==> src/rtl/wb_regfile.sv <==
// rtl/wb_regfile.sv - writeback register file with reset clear sweep, read bypass and retire bookkeeping
module wb_regfile #(
    parameter int BYPASS   = 1,
    parameter int RETIRE_W = 64
) (
    input  logic                clk,
    input  logic                rst,
    input  logic [31:0]         wb_reg_wdata,
    input  logic                wb_wr_reg_en,
    input  logic [4:0]          wb_wr_reg_addr,
    input  logic [31:0]         wb_pc,
    input  logic [31:0]         wb_inst,
    input  logic [4:0]          rs1_addr,
    input  logic [4:0]          rs2_addr,
    output logic [31:0]         rs1_rdata,
    output logic [31:0]         rs2_rdata,
    output logic                init_busy,
    output logic [RETIRE_W-1:0] retire_cnt,
    output logic [31:0]         last_pc,
    output logic                wb_drop_err
);

    typedef enum logic {
        INIT = 1'b0,
        RUN  = 1'b1
    } state_t;

    localparam logic BYP = (BYPASS != 0);

    state_t      state;
    state_t      state_next;
    logic [4:0]  sweep_idx;
    logic [4:0]  sweep_idx_next;

    // Entry 0 is never written nor read; x0 is produced by the read muxes.
    logic [31:0] regs [32];

    logic        arr_we;
    logic [4:0]  arr_waddr;
    logic [31:0] arr_wdata;

    // FSM state and sweep pointer; reset always restarts the sweep at x1.
    always_ff @(posedge clk) begin
        if (rst) begin
            state     <= INIT;
            sweep_idx <= 5'd1;
        end else begin
            state     <= state_next;
            sweep_idx <= sweep_idx_next;
        end
    end

    // Next state and the single array write port, shared between sweep and WB.
    always_comb begin
        state_next     = state;
        sweep_idx_next = sweep_idx;
        arr_we         = 1'b0;
        arr_waddr      = wb_wr_reg_addr;
        arr_wdata      = wb_reg_wdata;
        case (state)
            INIT: begin
                arr_we         = 1'b1;
                arr_waddr      = sweep_idx;
                arr_wdata      = 32'h0;
                sweep_idx_next = sweep_idx + 5'd1;
                if (sweep_idx == 5'd31) begin
                    state_next = RUN;
                end
            end
            RUN: begin
                arr_we = wb_wr_reg_en && (wb_wr_reg_addr != 5'd0);
            end
            default: begin
                state_next = INIT;
            end
        endcase
        // Reset wins over any pending sweep or WB write.
        if (rst) begin
            arr_we = 1'b0;
        end
    end

    // Array storage without reset so it can map onto RAM.
    always_ff @(posedge clk) begin
        if (arr_we) begin
            regs[arr_waddr] <= arr_wdata;
        end
    end

    // Retire counter, last retired PC and the sticky dropped-write flag.
    always_ff @(posedge clk) begin
        if (rst) begin
            retire_cnt  <= '0;
            last_pc     <= 32'h0;
            wb_drop_err <= 1'b0;
        end else if (state == INIT) begin
            if (wb_wr_reg_en) begin
                wb_drop_err <= 1'b1;
            end
        end else if (wb_inst != 32'h0) begin
            retire_cnt <= retire_cnt + RETIRE_W'(1);
            last_pc    <= wb_pc;
        end
    end

    // Read port 1: zero during sweep and for x0, optional same-cycle bypass.
    always_comb begin
        rs1_rdata = 32'h0;
        if (state == RUN && rs1_addr != 5'd0) begin
            if (BYP && wb_wr_reg_en && wb_wr_reg_addr == rs1_addr) begin
                rs1_rdata = wb_reg_wdata;
            end else begin
                rs1_rdata = regs[rs1_addr];
            end
        end
    end

    // Read port 2: same rules as port 1, bypassing independently.
    always_comb begin
        rs2_rdata = 32'h0;
        if (state == RUN && rs2_addr != 5'd0) begin
            if (BYP && wb_wr_reg_en && wb_wr_reg_addr == rs2_addr) begin
                rs2_rdata = wb_reg_wdata;
            end else begin
                rs2_rdata = regs[rs2_addr];
            end
        end
    end

    assign init_busy = (state == INIT);

endmodule

==> config.mk <==
export PLATFORM = sky130hd
export DESIGN_NAME = wb_regfile
export DESIGN_NICKNAME = d
export VERILOG_FILES = /design/src/rtl/wb_regfile.sv
export SDC_FILE = /design/constraint.sdc
export NUM_CORES = 2
export LEC_CHECK = 0
export CORE_MARGIN = 5
export CORE_UTILIZATION = 55
export CTS_CLUSTER_SIZE = 25
export DETAILED_ROUTE_END_ITERATION = 6
export PLACE_DENSITY = 0.74
export SLEW_MARGIN = 0
export SYNTH_ARGS = -nofsm -noshare
export SYNTH_HDL_FRONTEND = slang
export SYNTH_SLANG_ARGS = --single-unit
==> constraint.sdc <==
create_clock -name clk -period 8.3 [get_ports clk]
set_input_delay 1.245 -clock clk [delete_from_list [all_inputs] [get_ports clk]]
set_output_delay 1.245 -clock clk [all_outputs]
set_load 0.1 [all_outputs]
### Word level (Yosys, flattened, before mapping)

Memories as Yosys holds them, arrays and structs flattened.
Index checks and enable logic that the tools add are counted.
W data, S select, Z words.

| storage, ports and cells | value |
|---|---|
| bits in registers | 103 |
| bits in writable memories | 1024 |
| input port bits | 114 |
| output and inout bits | 162 |
| word-level logic and storage cells | 35 |
| memories | 1 |

Memories:

| memory | depth | width | rd ports | clocked after memory_dff | wr ports | line | RTL |
|---|---|---|---|---|---|---|---|
| regs | 32 | 32 | 2 | 0 | 1 | 36 | `logic [31:0] regs [32];` |

| operators by class | value |
|---|---|
| add/subtract/negate cells | 2 |
| equal/unequal tests | 3 |
| muxes and demuxes | 12 |
| bitwise logic cells | 1 |
| reduce and logical (&&, ||, !) cells | 11 |

Operator list:

| kind | count |
|---|---|
| $mux W32 | 5 |
| $add A64 B1 Y64 const B | 1 |
| $reduce_bool A32 Y1 | 1 |
| $reduce_bool A5 Y1 | 3 |
| $eq A5 B5 Y1 | 2 |
| $add A5 B1 Y5 const B | 1 |
| $eq A5 B5 Y1 const B | 1 |
| $logic_and A1 B1 Y1 | 5 |
| $mux W1 | 5 |
| $mux W5 | 1 |
| $reduce_and A2 Y1 | 2 |
| $pmux W1 S2 | 1 |
| $not A1 Y1 | 1 |

### Longest topological paths before layout

| depth | value |
|---|---|
| word-level depth | 6 |
| mapped depth | 9 |
| gate-level depth less buffers | 6 |

### Worst setup path after synthesis

OpenSTA, ideal clock, no wires.

| timing | value |
|---|---|
| path kind | input-to-output |
| start | input wb_wr_reg_addr[1] |
| end | output rs2_rdata[10] |
| data arrival time | 3336 ps |
| required time | 7055 ps |
| path slack | 3719 ps |
| stages | 7 |
| buffers on the path | 2 |
| cell sequence | buf_2 xor2_1 nor4_1 and3_1 o211a_1 clkbuf_1 a221o_1 |

| on the way | value |
|---|---|
| word-level cells in the longest chain between the ends | 4 |

RTL lines:

| element | line | RTL |
|---|---|---|
| from (decl) | 10 | `input logic [4:0] wb_wr_reg_addr,` |
| $eq A5 B5 Y1 | 122 | `if (BYP && wb_wr_reg_en && wb_wr_reg_addr == rs2_addr) begin` |
| $logic_and A1 B1 Y1 | 122 |  |
| $mux W32 | 122 |  |
| $mux W32 | 121 | `if (state == RUN && rs2_addr != 5'd0) begin` |
| to (decl) | 16 | `output logic [31:0] rs2_rdata,` |

No other way between the ends.

### Worst setup path in the final report

| timing | value |
|---|---|
| start | input rs2_addr[1] |
| end | output rs2_rdata[24] |

| on the way | value |
|---|---|
| word-level cells in the longest chain between the ends | 4 |
| elaborated cells on any way between the ends | 7 |
| those cells by class | eq/ne: 1; mux: 2; reduce/logical: 3; memory: 1 |

RTL lines:

| element | line | RTL |
|---|---|---|
| from (decl) | 14 | `input logic [4:0] rs2_addr,` |
| parallel branches: the longest is 3 deep, another holds $mem_v2 Z32 W32 | -- |  |
| $mux W32 * | 121 |  |

Mark *: on every way between the ends.

==> metrics <==
status finished, violations left; failing checks design-rule violations; RSZ-0062 raised after global routing no; Clk Latency, worst-skew pair 0.72 ns; vias 35,600; die height 320 um; Avg WL per Cell 32.5 um; Post-CTS Resized 0; H-tree Lvls 3; Die Wd 320 um; Initial DRC Count 4,917; largest net degree at the start of global routing 113; Final setup viols 0; power per cell area 202 nW/um2; Slew headroom 0.0883; Worst Setup End Kind output port; Clock transition at path regs 0.05 ns; prevailing post-synth register cell edfxtp_1; GR Overflow Total 0; Total Routing Usage GR 0.302; FF/Latch Area 32,800 um2; peak supply drop 0.187 mV; Leak Pwr 19.4 nW; synth top area cells edfxtp_1 58%, mux4_2 14%, mux2i_1 7.4%; Synth area leader edfxtp_1; layout cell share with drive strength beyond 1 0.183; asr flop ratio synth 0; syn avg cell area 16.0 um2; Die ar. 102,000 um2; DRC viols 1; Synth top area share 0.583; Post-synth EDFFs 1,024; Worst Path Required 7.05 ns; Multi-input gate area 19,000 um2; HPWL Detailed 92,900 um; Startpoint Class input port; pins over their slew limit 0; Syn Inst Count 3,299; I/O Buffers 275; area grow syn2layout 15.0%; post-CTS setup buffers 0; critical path arrival 5.46 ns; worst setup margin 1.60 ns; Starting Density 0.554; worst hold path class flip-flop to flip-flop; row count 113; Slew @ Worst Pin 1.36 ns; Placed Instance Area 56,900 um2; min Tclk post-route 6.70 ns; Nets 3,629; Core ar. 95,200 um2; YS warnings 0; period utilisation layout 0.808; Final GP Congestion 0.854; worst reg2reg path startpoint state; number of vias per cell 7.29; antenna violations before repair 4; CP Capture Point rs2_rdata[24]; final WL 159,000 um; clock sinks 1,127; R2R Setup Slk 4.37 ns; Root Buffer clkbuf_16; R2R Path End regs[3][9]; r2r worst-path depth 6; total CTS buffers 113; crit-path max FO 61; CTS Hold Bufs 0; drt pass-1 iters 7; max cap viols 0; first-pass GRT wire length 233,000 um; Setup Slack @ Placement 1.69 ns; Ports 276; crit path kind input port to output port; post-synth cell types 56; Crit. Startpoint rs2_addr[1]; post-synthesis cell area 52,800 um2; Layout Skew 0.0288 ns; Fmax 149 MHz; syn nets 3,416; setup_tns 0 ns; Final Hold Fails 0; sequential area share after synthesis 0.622; fillers 6,508; #FFs+latches synth 1,127; design area 60,700 um2; total power 12.3 mW; clk buf depth 3; vias in the first global route 35,900; CTS tree done; Antenna Nets Post-Route 0
per-stage QoR:
step	utilization	hold slack, ns	instances
after global routing	0.638	0.463	4877
after detailed placement	0.598	0.449	4662
after floorplan	-	0.490	3299
final	0.638	0.455	4878
after global placement	0.598	0.441	4662
after CTS	0.638	0.457	4876
layout make-up:
type,count,share of cell area
diodes,2,0.0000825
clock buffers,138,0.0501
clock inverters,76,0.0124
inverters,15,0.000928
multi-input cells,1894,0.313
flip-flops and latches,1127,0.541
well taps,1265,0.0261
repair buffers,361,0.0565
state kept, by name, indices dropped and copies added (netlist names):
| name | cells |
|---|---|
| regs | 1024 |
| state | 1 |
| last_pc | 32 |
| wb_drop_err | 1 |
| sweep_idx | 5 |
| retire_cnt | 64 |
Yosys cell counts (23+ instances only):
library cell and n:
o22ai_1 60, clkbuf_1 124, or4_1 30, buf_2 103, dfxtp_1 103, a22oi_1 64, a221o_1 64, mux2i_1 390
or3_1 23, nor2_1 127, o21ai_0 122, nand2_1 111, and2_1 35, a221oi_1 192, edfxtp_1 1024, a21oi_1 152
o31ai_1 28, o21bai_1 32, mux4_2 320
metal layers:
| metal | track usage | vias up | routed length (um) |
|---|---|---|---|
| li1 | - | 14300 | - |
| met2 | 0.495 | 2567 | 76900 |
| met5 | 0.00185 | - | 13 |
| met4 | 0.141 | 2 | 8370 |
| met3 | 0.0627 | 557 | 17600 |
| met1 | 0.392 | 18100 | 55900 |
cells by family (layout without fill, tap and decap cells):
kind of cell / count (synthesis) / in the layout / synth area share
mux: 715 / 715 / 0.212
flops: 1127 / 1127 / 0.622
compound gates: 740 / 740 / 0.0990
other cells: 0 / 2 / 0
buf+inv: 278 / 590 / 0.0234
xor+xnor: 22 / 22 / 0.00365
fa+ha+maj: 3 / 3 / 0.000712
simple gates: 414 / 414 / 0.0396
worst min-delay path by stage:
stage	slack (ns)	cells after the start	startpoint	endpoint
2_1_floorplan	0.49	2	sweep_idx[2]	sweep_idx[2]
3_3_place_gp	0.44	2	last_pc[29]	last_pc[29]
3_5_place_dp	0.45	2	last_pc[1]	last_pc[1]
4_1_cts	0.46	2	last_pc[1]	last_pc[1]
5_1_grt	0.46	2	last_pc[19]	last_pc[19]
6_report	0.46	2	last_pc[1]	last_pc[1]
power by group:
part           leakage, nW  internal [mW]  switching (mW)  total [mW]
combinational         7.80          0.356           0.511       0.867
sequential            9.78           6.16          0.0241        6.18
clock                 1.86           3.03            2.18        5.22
worst max-delay path: stages:
cell	delay (ns)
buf_8	0.49
nor2b_4	1.17
buf_4	0.54
a221oi_1	0.18
a22oi_1	0.24
a21oi_1	0.10
a221o_1	0.39
clkdlybuf4s50_1	1.02
cells in the final DEF (no fill, tap or decap), types with 15 or more instances in the layout:
cell | Yosys | routed
nand3_1 | 19 | 19
o21bai_1 | 32 | 32
clkinv_2 | 0 | 21
mux2i_1 | 390 | 390
nand4_1 | 15 | 15
a221oi_1 | 192 | 192
a21oi_1 | 152 | 152
o31ai_1 | 28 | 28
or3_1 | 23 | 23
a22oi_1 | 64 | 64
edfxtp_1 | 1024 | 1024
o22ai_1 | 60 | 60
nor2_4 | 0 | 34
or4_1 | 30 | 30
o21ai_0 | 122 | 121
clkdlybuf4s50_1 | 0 | 256
clkbuf_1 | 124 | 16
mux4_2 | 320 | 320
buf_4 | 16 | 96
nor2_1 | 127 | 93
clkinv_1 | 0 | 30
clkbuf_16 | 0 | 116
dfxtp_1 | 103 | 102
a221o_1 | 64 | 64
nand2_1 | 111 | 111
and2_1 | 35 | 34
(Power assumes the default switching activity.)
